==> src/rtl/pipelined_shifter_if.sv <==
// Handshake bundle between the shifter and its upstream/downstream.
// master: in_* and out_ready; slave: in_ready and out_*. The optional
// out_zero/out_msb flag ports exist only with PIPELINED_SHIFTER_FLAGS_EN.
interface pipelined_shifter_if #(
   parameter int WIDTH = 16
);
   localparam int SHW = $clog2(WIDTH);

   logic             in_valid;
   logic             in_ready;
   logic [WIDTH-1:0] in_data;
   logic [SHW-1:0]   in_shamt;
   logic [1:0]       in_mode;
   logic             out_valid;
   logic             out_ready;
   logic [WIDTH-1:0] out_data;
`ifdef PIPELINED_SHIFTER_FLAGS_EN
   logic             out_zero;
   logic             out_msb;

   modport master (
      output in_valid, in_data, in_shamt, in_mode, out_ready,
      input  in_ready, out_valid, out_data, out_zero, out_msb
   );

   modport slave (
      input  in_valid, in_data, in_shamt, in_mode, out_ready,
      output in_ready, out_valid, out_data, out_zero, out_msb
   );
`else
   modport master (
      output in_valid, in_data, in_shamt, in_mode, out_ready,
      input  in_ready, out_valid, out_data
   );

   modport slave (
      input  in_valid, in_data, in_shamt, in_mode, out_ready,
      output in_ready, out_valid, out_data
   );
`endif
endinterface

==> src/rtl/pipelined_shifter.sv <==
// Pipelined SLL/SRA/ROR/SRL shifter, one shamt bit (MSB first) per stage.
// Ports: clk, rst_n (sync, active-low), bus (pipelined_shifter_if.slave):
//   in_valid/in_ready/in_data/in_shamt/in_mode, out_valid/out_ready/out_data.
// Macro PIPELINED_SHIFTER_FLAGS_EN adds registered out_zero and out_msb.
module pipelined_shifter #(
   parameter int WIDTH = 16
) (
   input logic               clk,
   input logic               rst_n,
   pipelined_shifter_if.slave bus
);
   localparam int SHW = $clog2(WIDTH);

   localparam logic [1:0] MODE_SLL = 2'b00;
   localparam logic [1:0] MODE_SRA = 2'b01;
   localparam logic [1:0] MODE_ROR = 2'b10;
   localparam logic [1:0] MODE_SRL = 2'b11;

   // Stage state. The last stage has no shift left to do, so it keeps
   // only valid and data; mode/shamt live in stages 1..SHW-1.
   logic [SHW:1]     v_q, v_d;
   logic [WIDTH-1:0] data_q [1:SHW];
   logic [WIDTH-1:0] data_d [1:SHW];
   logic [1:0]       mode_q [1:SHW-1];
   logic [1:0]       mode_d [1:SHW-1];
   logic [SHW-1:0]   shamt_q [1:SHW-1];
   logic [SHW-1:0]   shamt_d [1:SHW-1];

   logic [SHW:1]     adv;

   // Stage k's upstream is src[k-1]; src[0] is the input port.
   logic [SHW-1:0]   src_v;
   logic [WIDTH-1:0] src_data [0:SHW-1];
   logic [1:0]       src_mode [0:SHW-1];
   logic [SHW-1:0]   src_shamt [0:SHW-1];

   function automatic logic [WIDTH-1:0] step(
      input logic [WIDTH-1:0] d,
      input logic [1:0]       m,
      input int               amt
   );
      logic [WIDTH-1:0] r;
      r = d;
      unique case (m)
         MODE_SLL: r = d << amt;
         MODE_SRA: r = WIDTH'($signed(d) >>> amt);
         MODE_ROR: r = (d >> amt) | (d << (WIDTH - amt));
         MODE_SRL: r = d >> amt;
      endcase
      return r;
   endfunction

   // A stage advances if the output drains or any stage from it to
   // the end is empty; built from a running "all full" term so the
   // chain has no self-referencing bits.
   always_comb begin
      logic full;
      full = 1'b1;
      adv  = '0;
      for (int k = SHW; k >= 1; k--) begin
         full   = full & v_q[k];
         adv[k] = bus.out_ready | ~full;
      end
   end

   always_comb begin
      src_v[0]     = bus.in_valid & adv[1];
      src_data[0]  = bus.in_data;
      src_mode[0]  = bus.in_mode;
      src_shamt[0] = bus.in_shamt;
      for (int k = 1; k < SHW; k++) begin
         src_v[k]     = v_q[k];
         src_data[k]  = data_q[k];
         src_mode[k]  = mode_q[k];
         src_shamt[k] = shamt_q[k];
      end

      v_d = v_q;
      for (int k = 1; k <= SHW; k++) begin
         data_d[k] = data_q[k];
         if (adv[k]) begin
            v_d[k] = src_v[k-1];
            if (src_shamt[k-1][SHW-k])
               data_d[k] = step(src_data[k-1], src_mode[k-1],
                                1 << (SHW - k));
            else
               data_d[k] = src_data[k-1];
         end
      end

      for (int k = 1; k < SHW; k++) begin
         mode_d[k]  = mode_q[k];
         shamt_d[k] = shamt_q[k];
         if (adv[k]) begin
            mode_d[k]  = src_mode[k-1];
            shamt_d[k] = src_shamt[k-1];
         end
      end
   end

   always_ff @(posedge clk) begin
      if (!rst_n) begin
         v_q <= '0;
         for (int k = 1; k <= SHW; k++) data_q[k] <= '0;
         for (int k = 1; k < SHW; k++) begin
            mode_q[k]  <= '0;
            shamt_q[k] <= '0;
         end
      end else begin
         v_q <= v_d;
         for (int k = 1; k <= SHW; k++) data_q[k] <= data_d[k];
         for (int k = 1; k < SHW; k++) begin
            mode_q[k]  <= mode_d[k];
            shamt_q[k] <= shamt_d[k];
         end
      end
   end

   assign bus.in_ready  = adv[1];
   assign bus.out_valid = v_q[SHW];
   assign bus.out_data  = data_q[SHW];

`ifdef PIPELINED_SHIFTER_FLAGS_EN
   // Flags follow the last stage's data, so they hold on stall too.
   logic zero_q, zero_d;
   logic msb_q, msb_d;

   always_comb begin
      zero_d = (data_d[SHW] == '0);
      msb_d  = data_d[SHW][WIDTH-1];
   end

   always_ff @(posedge clk) begin
      if (!rst_n) begin
         zero_q <= 1'b0;
         msb_q  <= 1'b0;
      end else begin
         zero_q <= zero_d;
         msb_q  <= msb_d;
      end
   end

   assign bus.out_zero = zero_q;
   assign bus.out_msb  = msb_q;
`endif
endmodule
==> src/flat_wrapper.sv <==
// flat-port wrapper written by rule: the top's interface ports become plain ports
module pipelined_shifter_flat 
#(
   parameter int WIDTH = 16
)
  (clk, rst_n, bus_in_valid, bus_in_data, bus_in_shamt, bus_in_mode, bus_out_ready, bus_in_ready, bus_out_valid, bus_out_data);
  pipelined_shifter_if #(.WIDTH(WIDTH)) bus_i ();
  input logic clk;
  input logic rst_n;
  input wire logic [$bits(bus_i.in_valid)-1:0] bus_in_valid;
  input wire logic [$bits(bus_i.in_data)-1:0] bus_in_data;
  input wire logic [$bits(bus_i.in_shamt)-1:0] bus_in_shamt;
  input wire logic [$bits(bus_i.in_mode)-1:0] bus_in_mode;
  input wire logic [$bits(bus_i.out_ready)-1:0] bus_out_ready;
  output wire logic [$bits(bus_i.in_ready)-1:0] bus_in_ready;
  output wire logic [$bits(bus_i.out_valid)-1:0] bus_out_valid;
  output wire logic [$bits(bus_i.out_data)-1:0] bus_out_data;
  assign bus_i.in_valid = bus_in_valid;
  assign bus_i.in_data = bus_in_data;
  assign bus_i.in_shamt = bus_in_shamt;
  assign bus_i.in_mode = bus_in_mode;
  assign bus_i.out_ready = bus_out_ready;
  assign bus_in_ready = bus_i.in_ready;
  assign bus_out_valid = bus_i.out_valid;
  assign bus_out_data = bus_i.out_data;
  pipelined_shifter #(.WIDTH(WIDTH)) u_core (.clk(clk), .rst_n(rst_n), .bus(bus_i));
endmodule
==> config.mk <==
export PLATFORM = sky130hd
export DESIGN_NAME = pipelined_shifter_flat
export DESIGN_NICKNAME = d
export VERILOG_FILES = /design/src/rtl/pipelined_shifter_if.sv /design/src/rtl/pipelined_shifter.sv /design/src/flat_wrapper.sv
export SDC_FILE = /design/constraint.sdc
export NUM_CORES = 1
export LEC_CHECK = 0
export CORE_MARGIN = 2
export CORE_UTILIZATION = 50
export CTS_CLUSTER_DIAMETER = 120
export DETAILED_ROUTE_END_ITERATION = 16
export GPL_TIMING_DRIVEN = 0
export PLACE_DENSITY_LB_ADDON = 0.1
export SYNTH_ARGS = -nofsm -noshare
export SYNTH_HDL_FRONTEND = slang
export SYNTH_SLANG_ARGS = --single-unit
==> constraint.sdc <==
create_clock -name clk -period 1.99 [get_ports clk]
set_input_delay 0.2985 -clock clk [delete_from_list [all_inputs] [get_ports clk]]
set_output_delay 0.2985 -clock clk [all_outputs]
set_load 0.02 [all_outputs]
* After elaboration in Yosys (flattened, before gate mapping)
Memory sizes are Yosys's and may differ from the RTL's.
Cells that the tools add are included.
** Storage, ports and cells
- Flip-flop bits (word level) :: 4
- Bits of input ports :: 26
- Output and inout port bits :: 18
- Memories kept :: 3
- Logic and storage cells :: 79
- Bits in writable memories :: 82
** Memory list
- u_core.data_q :: words 4, width 16, rd ports 4, clocked after Yosys merged registers in 0, wr ports 4, RTL line pipelined_shifter.sv:22 : logic [WIDTH-1:0] data_q [1:SHW];
- u_core.shamt_q :: words 3, width 4, rd ports 3, clocked after Yosys merged registers in 0, wr ports 3, RTL line pipelined_shifter.sv:26 : logic [SHW-1:0] shamt_q [1:SHW-1];
- u_core.mode_q :: words 3, width 2, rd ports 3, clocked after Yosys merged registers in 0, wr ports 3, RTL line pipelined_shifter.sv:24 : logic [1:0] mode_q [1:SHW-1];
** Operators by class
- Reduce and logical (&&, ||, !) cells :: 4
- Muxes and demuxes :: 30
- Bitwise gates (word level) :: 26
- Equality and inequality tests :: 12
** Operators with widths (number)
- one-hot mux 16 bit (4 select lines) :: 4
- 2-to-1 mux 16 bit :: 12
- 2-to-1 mux 4 bit :: 6
- == test 2 bit, second input constant :: 8
- OR 12 x 16 -> 16 bit :: 1
- OR 14 x 16 -> 16 bit :: 1
- OR 15 x 16 -> 16 bit :: 1
- OR 8 x 16 -> 16 bit :: 1
- OR 1 bit :: 14
- 2-to-1 mux 2 bit :: 6
- == test 2 x 1 -> 1 bit, second input constant :: 4
- zero test 2 bit :: 4
- bitwise AND 1 bit :: 4
- inverter 1 bit :: 4
- 2-to-1 mux 1 bit :: 2

* Depth between registers and ports, before layout
- Depth after elaboration :: 7
- Mapped depth :: 5
- Mapped depth without buffers :: 3

* Worst setup path after synthesis
OpenSTA, ideal clock, no wires.
- Path kind :: register to output
- From :: reg u_core.v_q[4] (netlist bit)
- To :: out bus_in_ready
- Path buffers :: 2
- Path slack :: 670 ps
- Cell stages (with the launch flop) :: 5
- Arrival :: 1021 ps
- Required time :: 1691 ps
- Path through :: dfxtp_1 -> and3b_1 -> buf_2 -> nand2_4 -> buf_6
** On the way
- Word-level cells in the longest chain between the ends :: 5
** RTL lines
- from (decl) :: RTL line pipelined_shifter.sv:21 : logic [SHW:1] v_q, v_d;
- from (signal assigned) :: RTL line pipelined_shifter.sv:110 : v_q <= v_d;
- bitwise AND 1 bit (3 in a row) :: RTL line pipelined_shifter.sv:61 : full = full & v_q[k];
- inverter 1 bit :: RTL line pipelined_shifter.sv:62 : adv[k] = bus.out_ready | ~full;
- OR 1 bit :: RTL line pipelined_shifter.sv:62
- to (decl) :: RTL line flat_wrapper.sv:15 : output wire logic [$bits(bus_i.in_ready)-1:0] bus_in_ready;
Every way passes these cells.

* Worst setup path in the final report
- From :: in bus_out_ready
- To :: out bus_in_ready
** On the way
- Word-level cells in the longest chain between the ends :: 1
** RTL lines
- from (decl) :: RTL line flat_wrapper.sv:14 : input wire logic [$bits(bus_i.out_ready)-1:0] bus_out_ready;
- OR 1 bit :: RTL line pipelined_shifter.sv:62
Every way passes these cells.

==> flow_metrics.py <==
metrics = {
    "outcome": {
        "status": "finished, final reports clean",
    },
    "worst_setup_path": {
        "critPathArrivalTime_ns": 1.61,
        "path_cells": "clkdlybuf4s50_1, and3b_1, buf_2, nand2_4, buf_6, buf_2",
        "reg2reg_to": "u_core.data_q[0][39]",
        "reg2regPathDepth": 4,
        "cp-end-kind": "output pin",
        "crit_type": "primary input to output pin",
        "worstPathRequired_ns": 1.69,
        "cp.depth": 6,
        "slowest_stage": "clkdlybuf4s50_1",
        "crit_fanout": 10,
        "start_kind": "primary input",
        "crit_end": "bus_in_ready",
        "slowest_delay_ns": 0.51,
        "r2r_start": "u_core.shamt_q[0][6]",
        "cp-startpoint": "bus_out_ready",
        "cpMostUsedCell": "buf_2",
        "crit_family": "buffers and inverters",
        "rrSetupSlack_ns": 0.57,
        "path_buf_inv": 4,
    },
    "clock_tree": {
        "clock_sinks": 80,
        "cts_tree": "yes",
        "ctsHoldBuffers": 0,
        "root_buffer": "clkbuf_8",
        "clk_latency_ns": 0.37,
        "cts_buffers": 9,
        "cts_buffer_depth": 2,
        "clk_pin_slew_worst_paths_ns": 0.08,
        "htreeDepth": 3,
    },
    "floorplan": {
        "dieArea_mm2": 0.009737,
        "io_pins": 44,
        "core_mm2": 0.008721,
        "initial_utilization_pct": 51.39,
        "die_height_um": 98.68,
        "rows": 34,
        "die_x_um": 98.68,
    },
    "global_routing": {
        "grt_pass1_wl_um": 20020,
        "grt_usage_pct": 25.86,
        "grt_pass1_vias": 4075,
        "antenna_found_initial": 0,
        "grt_max_degree": 14,
        "grt_overflow": 0,
    },
    "synthesis": {
        "async_flop_share_pct": 0,
        "synth_top_area_cell": "dfxtp_1",
        "yosysMostFrequentCell": "dfxtp_1",
        "ys_types": 42,
        "synth.avg_cell_area_um2": 8.377,
        "syn_area_mm2": 0.004482,
        "synthAdderAreaFrac_pct": 0,
        "synth_xor_area_share_pct": 0,
        "synthSimpleGateAreaFrac_pct": 12.59,
        "synthTopCellsByArea": "dfxtp_1 (36%), o311a_1 (5.4%), o211ai_1 (4.9%)",
        "netlist_instances": 535,
        "muxShareOfSynthArea_pct": 2.457,
        "synth_commonest_cells": "dfxtp_1 (80), nand2_1 (48), o21ai_0 (32)",
        "synth_seq_area_share_pct": 35.73,
        "synth_flop_cell": "dfxtp_1",
        "synth-edff-count": 0,
        "synth_top_area_share_pct": 35.73,
        "synth_top_family_by_area": "compound AO/OA/AOI/OAI gates",
        "synth.net_count": 561,
        "ys_ff_latch": 80,
        "synth_compound_area_share_pct": 36.99,
        "yosys_warnings": 0,
    },
    "placement": {
        "post_dp_cell_area_mm2": 0.005047,
        "place_hpwl_um": 9639,
        "io_buffers": 43,
        "place_congestion": 0.9216,
        "post-place-ws_ns": -0.3727,
    },
    "timing": {
        "tightest_slew_ns": 0.5887,
        "min_period_ns": 1.909,
        "fin_crit_sh_pct": 95.92,
        "rsz0062_at_grt": "no",
        "slew_viol_final": 0,
        "setup_slack_ns": 0.08123,
        "hold_viol": 0,
        "skew_ns": 0.01248,
        "setup_violations": 0,
        "slew_headroom_pct": 60.76,
        "fmax_ghz": 0.5239,
    },
    "detailed_routing": {
        "firstDrtPassIters": 4,
        "drtAntennaViolNets": 0,
        "avgRoutedWirePerCell_um": 17.76,
        "drt_wl_total_um": 12470,
        "vias_per_cell": 5.983,
        "drc": 0,
        "vias": 4200,
        "drt_iter0_markers": 177,
    },
    "final_layout": {
        "area_growth_pct": 17.11,
        "finish.instance_area_mm2": 0.005249,
        "final_util_pct": 60.19,
        "diodes": 0,
        "fillers": 836,
        "layout-drive-gt1-share_pct": 13.80,
        "nNetsFinal": 615,
    },
    "power": {
        "power_mw": 3.572,
        "p_per_area_mw_per_mm2": 680.6,
        "peakVddDrop_mv": 0.3231,
        "p_leak_nw": 1.829,
    },
    "min_path": {
        "hold_class": "flip-flop to flip-flop",
    },
    "job": {
        "cap_viol_max_count": 0,
    },
}
flip-flops by register name, summed over array words and instances, names as in the netlist:
signal	flops
u_core.v_q	4
u_core.data_q	64
u_core.mode_q	6
u_core.shamt_q	6
report_power, final:
group / internal (mW) / switching (mW)
Sequential: 1.69 / 0.0863
Clock: 0.651 / 0.613
Combinational: 0.252 / 0.280
cell families after synthesis:
group,count (synthesis)
AO/OA/AOI/OAI,219
buffers and inverters,108
flip-flops,80
multiplexers,11
AND/OR/NAND/NOR,117
worst min-delay path by stage:
stage                         startpoint                    end  slack (ns)  cells past startpoint
CTS                 u_core.shamt_q[0][5]   u_core.shamt_q[0][5]        0.47                      2
floorplan                   bus_in_valid          u_core.v_q[1]        0.43                      2
finish                     u_core.v_q[1]          u_core.v_q[2]        0.47                      2
detailed placement  u_core.shamt_q[0][8]  u_core.shamt_q[0][12]        0.46                      2
global placement           u_core.v_q[1]          u_core.v_q[2]        0.44                      2
global route               u_core.v_q[1]          u_core.v_q[2]        0.49                      2
repair_timing:
action	in CTS	in global routing
gates resized for setup	4	0
endpoints found under the setup margin	1	0
setup buffers	0	0
layout make-up:
type | count | area [µm²] | area share, %
multi-input cells | 347 | 2332 | 44.43
repair buffers | 43 | 425.4 | 8.105
clock inverters | 4 | 51.30 | 0.9774
well taps | 108 | 135.1 | 2.575
inverters | 32 | 120.1 | 2.288
flip-flops and latches | 80 | 1602 | 30.51
clock buffers | 12 | 155.1 | 2.956
plain buffers | 76 | 427.9 | 8.153
per-layer routing:
metal	vias up	share of wire, %	GRT usage [%]
met2	113	51	46.89
met3	33	3.4	3.475
li1	2091	-	-
met4	0	3.7	14.75
met1	1963	42	28.93
met5	-	0	0
layout by cell type (no fill, tap or decap), types with 2 or more instances in the layout:
master / netlist / routed
nor2b_1: 12 / 12
a21oi_1: 11 / 11
buf_1: 3 / 3
o32ai_1: 16 / 16
clkbuf_1: 27 / 28
nand2_1: 48 / 48
o221ai_1: 3 / 3
o21ai_0: 32 / 32
o32ai_2: 10 / 10
o21ai_1: 19 / 19
nand2b_1: 8 / 8
buf_2: 18 / 19
a211oi_1: 17 / 17
nor2_1: 19 / 19
o311a_1: 24 / 24
and3_1: 2 / 2
dfxtp_1: 80 / 80
o211a_1: 4 / 4
a31o_1: 2 / 2
inv_2: 2 / 2
buf_4: 24 / 24
nand3_1: 5 / 5
nand3b_1: 6 / 6
o211ai_1: 29 / 29
mux2i_1: 11 / 11
inv_1: 30 / 30
a311oi_1: 5 / 5
or3_1: 3 / 3
clkbuf_8: 0 / 11
o22ai_1: 18 / 18
a31o_2: 5 / 5
buf_6: 4 / 4
clkdlybuf4s50_1: 0 / 42
nor3_1: 9 / 9
a31oi_1: 11 / 11
o21a_1: 10 / 10
stage by stage:
step,setup TNS (ns),cells,hold WS [ns]
after global placement,-0.3530,686,0.4450
after CTS,0,702,0.4725
after detailed placement,-0.3727,686,0.4568
after global routing,0,702,0.4901
after floorplan,0,535,0.4280
final,0,702,0.4673
tightest hold or removal path: stages, from the launching register on:
cell and delay (ns):
dfxtp_1 0.32, inv_1 0.05, a21oi_1 0.05
No activity file was read; power rests on OpenSTA's default activity.
